$ cat config.mk
export PLATFORM = sky130hd
export DESIGN_NAME = ps2_scan_parser
export DESIGN_NICKNAME = d
export VERILOG_FILES = /design/src/rtl/ps2_scan_parser.sv
export SDC_FILE = /design/constraint.sdc
export NUM_CORES = 1
export LEC_CHECK = 0
export CORE_UTILIZATION = 30
export DETAILED_ROUTE_END_ITERATION = 6
export GPL_TIMING_DRIVEN = 1
export PLACE_DENSITY = 0.57
export SYNTH_ARGS = -nofsm -noshare
export SYNTH_HDL_FRONTEND = slang
export SYNTH_SLANG_ARGS = --single-unit
$ cat constraint.sdc
create_clock -name clk -period 5.6 [get_ports clk]
set_clock_uncertainty 0.15 [all_clocks]
set_input_delay 1.12 -clock clk [delete_from_list [all_inputs] [get_ports clk]]
set_output_delay 1.12 -clock clk [all_outputs]
set_load 0.01 [all_outputs]
$ cat src/rtl/ps2_scan_parser.sv
// ---------------------------------------------------------------------------
// ps2_scan_parser
//
// Purpose:
//   Folds PS/2 scan-code prefix bytes (E0 = extended, F0 = break) into single
//   key events. Drops non-key bytes (BAT result, ack, resend, error codes).
//   Queues the decoded events in a small first-word-fall-through FIFO. The
//   consumer drains that FIFO with a valid/ready handshake.
//
// Ports:
//   clk          system clock
//   i_rst_n      asynchronous active-low reset
//   i_byte_en    one-cycle strobe: i_byte carries a newly received byte
//   i_byte       received scan-code byte
//   o_valid      FIFO head holds an event
//   i_ready      consumer accepts the head event this cycle
//   o_code       head event key code with prefixes stripped
//   o_ext        head event was E0-prefixed
//   o_brk        head event is a release (1) or a make (0)
//   o_overflow   sticky: an event was dropped because the FIFO was full
//   o_proto_err  sticky: an illegal prefix sequence was seen
//   o_count      current FIFO occupancy, 0..DEPTH
//
// Optional feature macro: PS2_TYPEMATIC_FILTER_EN
//   When defined, a make event that repeats the most recent make (same
//   ext/code, with no matching break in between) is suppressed. This removes
//   typematic auto-repeat.
// ---------------------------------------------------------------------------
module ps2_scan_parser #(
    parameter int DEPTH = 4,
    parameter int AW    = 2
) (
    input  logic          clk,
    input  logic          i_rst_n,
    input  logic          i_byte_en,
    input  logic [7:0]    i_byte,
    output logic          o_valid,
    input  logic          i_ready,
    output logic [7:0]    o_code,
    output logic          o_ext,
    output logic          o_brk,
    output logic          o_overflow,
    output logic          o_proto_err,
    output logic [AW:0]   o_count
);

    typedef enum logic [1:0] {
        IDLE   = 2'd0,
        EXT    = 2'd1,
        BRK    = 2'd2,
        EXTBRK = 2'd3
    } state_t;

    state_t        state_q, state_d;
    logic          byteFiltered;
    logic          emitReq;
    logic          emitExt;
    logic          emitBrk;
    logic          protoErrSet;
    logic          pushReq;
    logic          push;
    logic          pop;
    logic          full;

    logic [9:0]    mem_q [DEPTH];
    logic [AW-1:0] wrPtr_q;
    logic [AW-1:0] rdPtr_q;
    logic [AW:0]   count_q;
    logic          overflow_q;
    logic          protoErr_q;
    logic [9:0]    headEntry;

    // Byte values that never represent keys and are silently discarded.
    always_comb begin
        byteFiltered = 1'b0;
        case (i_byte)
            8'hAA, 8'hFA, 8'hFE, 8'hEE, 8'h00, 8'hFF: byteFiltered = 1'b1;
            default:                                   byteFiltered = 1'b0;
        endcase
    end

    always_comb begin
        state_d     = state_q;
        emitReq     = 1'b0;
        emitExt     = 1'b0;
        emitBrk     = 1'b0;
        protoErrSet = 1'b0;
        if (i_byte_en) begin
            case (state_q)
                IDLE: begin
                    if (i_byte == 8'hE0)      state_d = EXT;
                    else if (i_byte == 8'hF0) state_d = BRK;
                    else if (!byteFiltered)   emitReq = 1'b1;
                end
                EXT: begin
                    if (i_byte == 8'hF0)      state_d = EXTBRK;
                    else if (i_byte == 8'hE0) state_d = EXT;
                    else begin
                        state_d = IDLE;
                        emitReq = !byteFiltered;
                        emitExt = 1'b1;
                    end
                end
                BRK, EXTBRK: begin
                    state_d = IDLE;
                    // After F0, a further prefix of either kind is illegal.
                    if (i_byte == 8'hE0 || i_byte == 8'hF0) begin
                        protoErrSet = 1'b1;
                    end else begin
                        emitReq = !byteFiltered;
                        emitExt = (state_q == EXTBRK);
                        emitBrk = 1'b1;
                    end
                end
                default: state_d = IDLE;
            endcase
        end
    end

    always_ff @(posedge clk or negedge i_rst_n) begin
        if (!i_rst_n) state_q <= IDLE;
        else          state_q <= state_d;
    end

`ifdef PS2_TYPEMATIC_FILTER_EN
    logic       lastValid_q;
    logic       lastExt_q;
    logic [7:0] lastCode_q;
    logic       lastMatch;

    assign lastMatch = lastValid_q && (lastExt_q == emitExt) && (lastCode_q == i_byte);
    assign pushReq   = emitReq && !(!emitBrk && lastMatch);

    // The register follows every non-repeat make, even when the FIFO drops it.
    always_ff @(posedge clk or negedge i_rst_n) begin
        if (!i_rst_n) begin
            lastValid_q <= 1'b0;
            lastExt_q   <= 1'b0;
            lastCode_q  <= 8'h00;
        end else if (emitReq) begin
            if (!emitBrk && !lastMatch) begin
                lastValid_q <= 1'b1;
                lastExt_q   <= emitExt;
                lastCode_q  <= i_byte;
            end else if (emitBrk && lastMatch) begin
                lastValid_q <= 1'b0;
            end
        end
    end
`else
    assign pushReq = emitReq;
`endif

    // A pop in the same cycle frees a slot, so a push into a full FIFO with a
    // simultaneous pop is still accepted.
    assign full = (count_q == (AW+1)'(DEPTH));
    assign pop  = (count_q != '0) && i_ready;
    assign push = pushReq && (!full || pop);

    always_ff @(posedge clk or negedge i_rst_n) begin
        if (!i_rst_n) begin
            for (int i = 0; i < DEPTH; i++) mem_q[i] <= '0;
            wrPtr_q    <= '0;
            rdPtr_q    <= '0;
            count_q    <= '0;
            overflow_q <= 1'b0;
            protoErr_q <= 1'b0;
        end else begin
            if (push) begin
                mem_q[wrPtr_q] <= {emitExt, emitBrk, i_byte};
                wrPtr_q        <= wrPtr_q + AW'(1);
            end
            if (pop) rdPtr_q <= rdPtr_q + AW'(1);
            case ({push, pop})
                2'b10:   count_q <= count_q + (AW+1)'(1);
                2'b01:   count_q <= count_q - (AW+1)'(1);
                default: count_q <= count_q;
            endcase
            if (pushReq && !push) overflow_q <= 1'b1;
            if (protoErrSet)      protoErr_q <= 1'b1;
        end
    end

    assign headEntry   = mem_q[rdPtr_q];
    assign o_valid     = (count_q != '0);
    assign o_code      = headEntry[7:0];
    assign o_brk       = headEntry[8];
    assign o_ext       = headEntry[9];
    assign o_overflow  = overflow_q;
    assign o_proto_err = protoErr_q;
    assign o_count     = count_q;

endmodule

==> flow_metrics.tcl <==
set metrics [dict create \
    status "completed" \
    overflow 0 \
    grt_pass1_wl_mm 7.721 \
    yosysTopAreaCellShare_pct 52.01 \
    final_core_util_pct 37.60 \
    final_layout_size_suffix_gt1_share_pct 36.84 \
    total_leakage_power_nw 1.245 \
    critPathCaptureType "flop" \
    cp_slowest_cell "or4_2" \
    crit_fanout 8 \
    diodes 0 \
    min_period_over_period_pct 68.53 \
    pwr-share-clk_pct 15.8 \
    hold_path.startpoint "o_overflow" \
    die_h_um 92.44 \
    grtUsageTotal_pct 12.05 \
    first_global_vias 1419 \
    crit_type "primary input to flop" \
    core_um2 7807 \
    setup_tns_ns 0 \
    drt_iter0_drc 41 \
    synth_edf_count 0 \
    power_mw 1.590 \
    synth_fp_nets 178 \
    pwr_density_cell_nw_per_um2 541.7 \
    ioPinCount 28 \
    ys_warn_count 0 \
    grt_max_degree 52 \
    gp_congestion 0.7290 \
    cts_root_buf "clkbuf_8" \
    cts_tree "built" \
    startpoint "i_byte[2]" \
    synth_top_area_cell "dfrtp_1" \
    finalNetCount 208 \
    cts_sinks 51 \
    holdBufCountCts 0 \
    dp.cells 285 \
    timing.final.ws_setup_ns 1.763 \
    synth_commonest_cells "dfrtp_1, mux2_2, mux4_2, inv_1, mux2_4" \
    fmax_mhz 260.6 \
    start_kind "primary input" \
    vias_per_cell 4.678 \
    synth_area_per_cell_um2 15.34 \
    synthArstFlopShare_pct 100.0 \
    cts_setup_buffers 0 \
    vias 1366 \
    worstPathArrival_ns 3.92 \
    clockBufferDepth 2 \
    comb_power_share_pct 42.8 \
    path_cells "clkdlybuf4s50_1, or4_2, a21oi_1, a211oi_4, nand2_2, ha_1, inv_1, fa_1, xor2_1, nor2_1, xor2_1" \
    cts_buffers 5 \
    routedWlPerCell_um 15.34 \
    drv_slew 0 \
    sw_frac_of_total_pct 30.39 \
    rsz0062_at_grt "false" \
    critPathRequiredTime_ns 5.68 \
    drc_errors 0 \
    setup_viol 0 \
    ys_types 39 \
    hold_viol 0 \
    syn_area_um2 2454 \
    placed_area_um2 2829 \
    cp_slowest_stage_delay_ns 0.71 \
    fillCellCount 762 \
    fp.dieW_um 92.44 \
    synthCells 160 \
    crit_top_cell "xor2_1" \
    port_buffers 27 \
    min_path_type "flop to flop" \
    rows 32 \
    yosysSeqAreaShare_pct 52.01 \
    clk-insertion-delay-late_ns 0.30 \
    antenna_found_initial 0 \
    holdWs_ns 0.3229 \
    synthTopCellsByArea "dfrtp_1, mux2_2, mux4_2" \
    area_delta_synth_final_pct 19.63 \
    vdd_ir_drop_max_v 0.0001457 \
    drv_cap 0 \
    die_area_um2 8544 \
    max-slew-margin-rel_pct 50.17 \
    start_util_pct 31.43 \
    cts.htree.levels 2 \
    hpwl_mm 3.025 \
    multiInputGateArea_um2 1126 \
    dr.pass1.iters 3 \
    cts-resized-gates 0 \
    power_frac_seq_pct 41.3 \
    ys_dominant_reg_cell "dfrtp_1" \
    ff_latch_area_um2 1276 \
    antenna_left 0 \
    ys_ff_latch 51 \
    dpl_worst_slack_ns 1.428 \
    switchingPower_mw 0.4832 \
    final_cells 292 \
    worstMarginPinSlew_ns 0.7475 \
    internal_power_mw 1.107 \
    cts.reportedPaths.clkPinSlew_ns 0.09 \
    synth_most_common_cell "dfrtp_1" \
    reg2reg_from "o_count[0]" \
    cp_top_family "simple AND/OR/NAND/NOR gates" \
    final_cell_area_um2 2935 \
    path_buf_inv 2 \
    post-route-min-period_ns 3.837 \
    drt_wl_total_mm 4.479 \
]
==> kinds of logic (layout without fill, tap and decap cells) <==
family,count (synthesis),after routing,synth area share (%)
simple gates,23,23,7.753
mux,52,52,29.32
compound gates,9,9,2.958
xor+xnor,7,7,2.499
buf+inv,12,42,2.090
fa+ha+maj,6,6,3.366
flops,51,51,52.01
==> layer usage <==
metal	vias up	part of all wire (%)	track usage, %
met5	-	0	0
met4	0	1.3	4.297
met3	4	3.8	3.284
met2	22	46	17.28
met1	701	49	17.35
li1	639	-	-
==> flip-flops by register name, summed over array words and instances (netlist names) <==
| signal | cells |
|---|---|
| mem_q | 40 |
| o_count | 3 |
| rdPtr_q | 2 |
| state_q | 2 |
| wrPtr_q | 2 |
| o_overflow | 1 |
| o_proto_err | 1 |
==> cell usage in the layout, fill, tap and decap left out, types with 3 or more instances in the layout <==
cell,n
nand3_4,4
mux2_2,35
xnor2_1,4
mux2_4,6
clkdlybuf4s50_1,26
ha_1,5
clkbuf_8,5
xor2_1,3
o21ai_0,3
inv_1,7
mux4_2,10
dfrtp_1,51
==> layout make-up <==
class	count	share of cell area [%]
inverter	7	0.8951
timing repair buffer	28	9.292
clock inverter	2	1.279
sequential	51	43.48
tap	102	4.348
multi-input combinational	97	38.36
clock buffer	5	2.344
==> worst paths after layout <==
| kind | end | slack, ns | cells after the start |
|---|---|---|---|
| worst min register to register | o_overflow | 0.32 | 1 |
| worst min-delay path | o_overflow | 0.32 | 1 |
| worst max-delay path | o_count[2] | 1.76 | 11 |
| max in group asynchronous | wrPtr_q[1] | 4.11 | 2 |
| min in group asynchronous | o_count[0] | 0.75 | 2 |
| worst max register to register | o_count[2] | 2.93 | 8 |
==> power by group through the flow <==
stage               Clock (mW)  Sequential [mW]  Combinational, mW
finish                   0.252            0.657              0.681
floorplan                    0            0.609              0.482
CTS                      0.259            0.663              0.695
global route             0.279            0.686              0.736
global placement             0            0.669              0.682
detailed placement           0            0.672              0.691
Power figures use the tool's default switching activity.
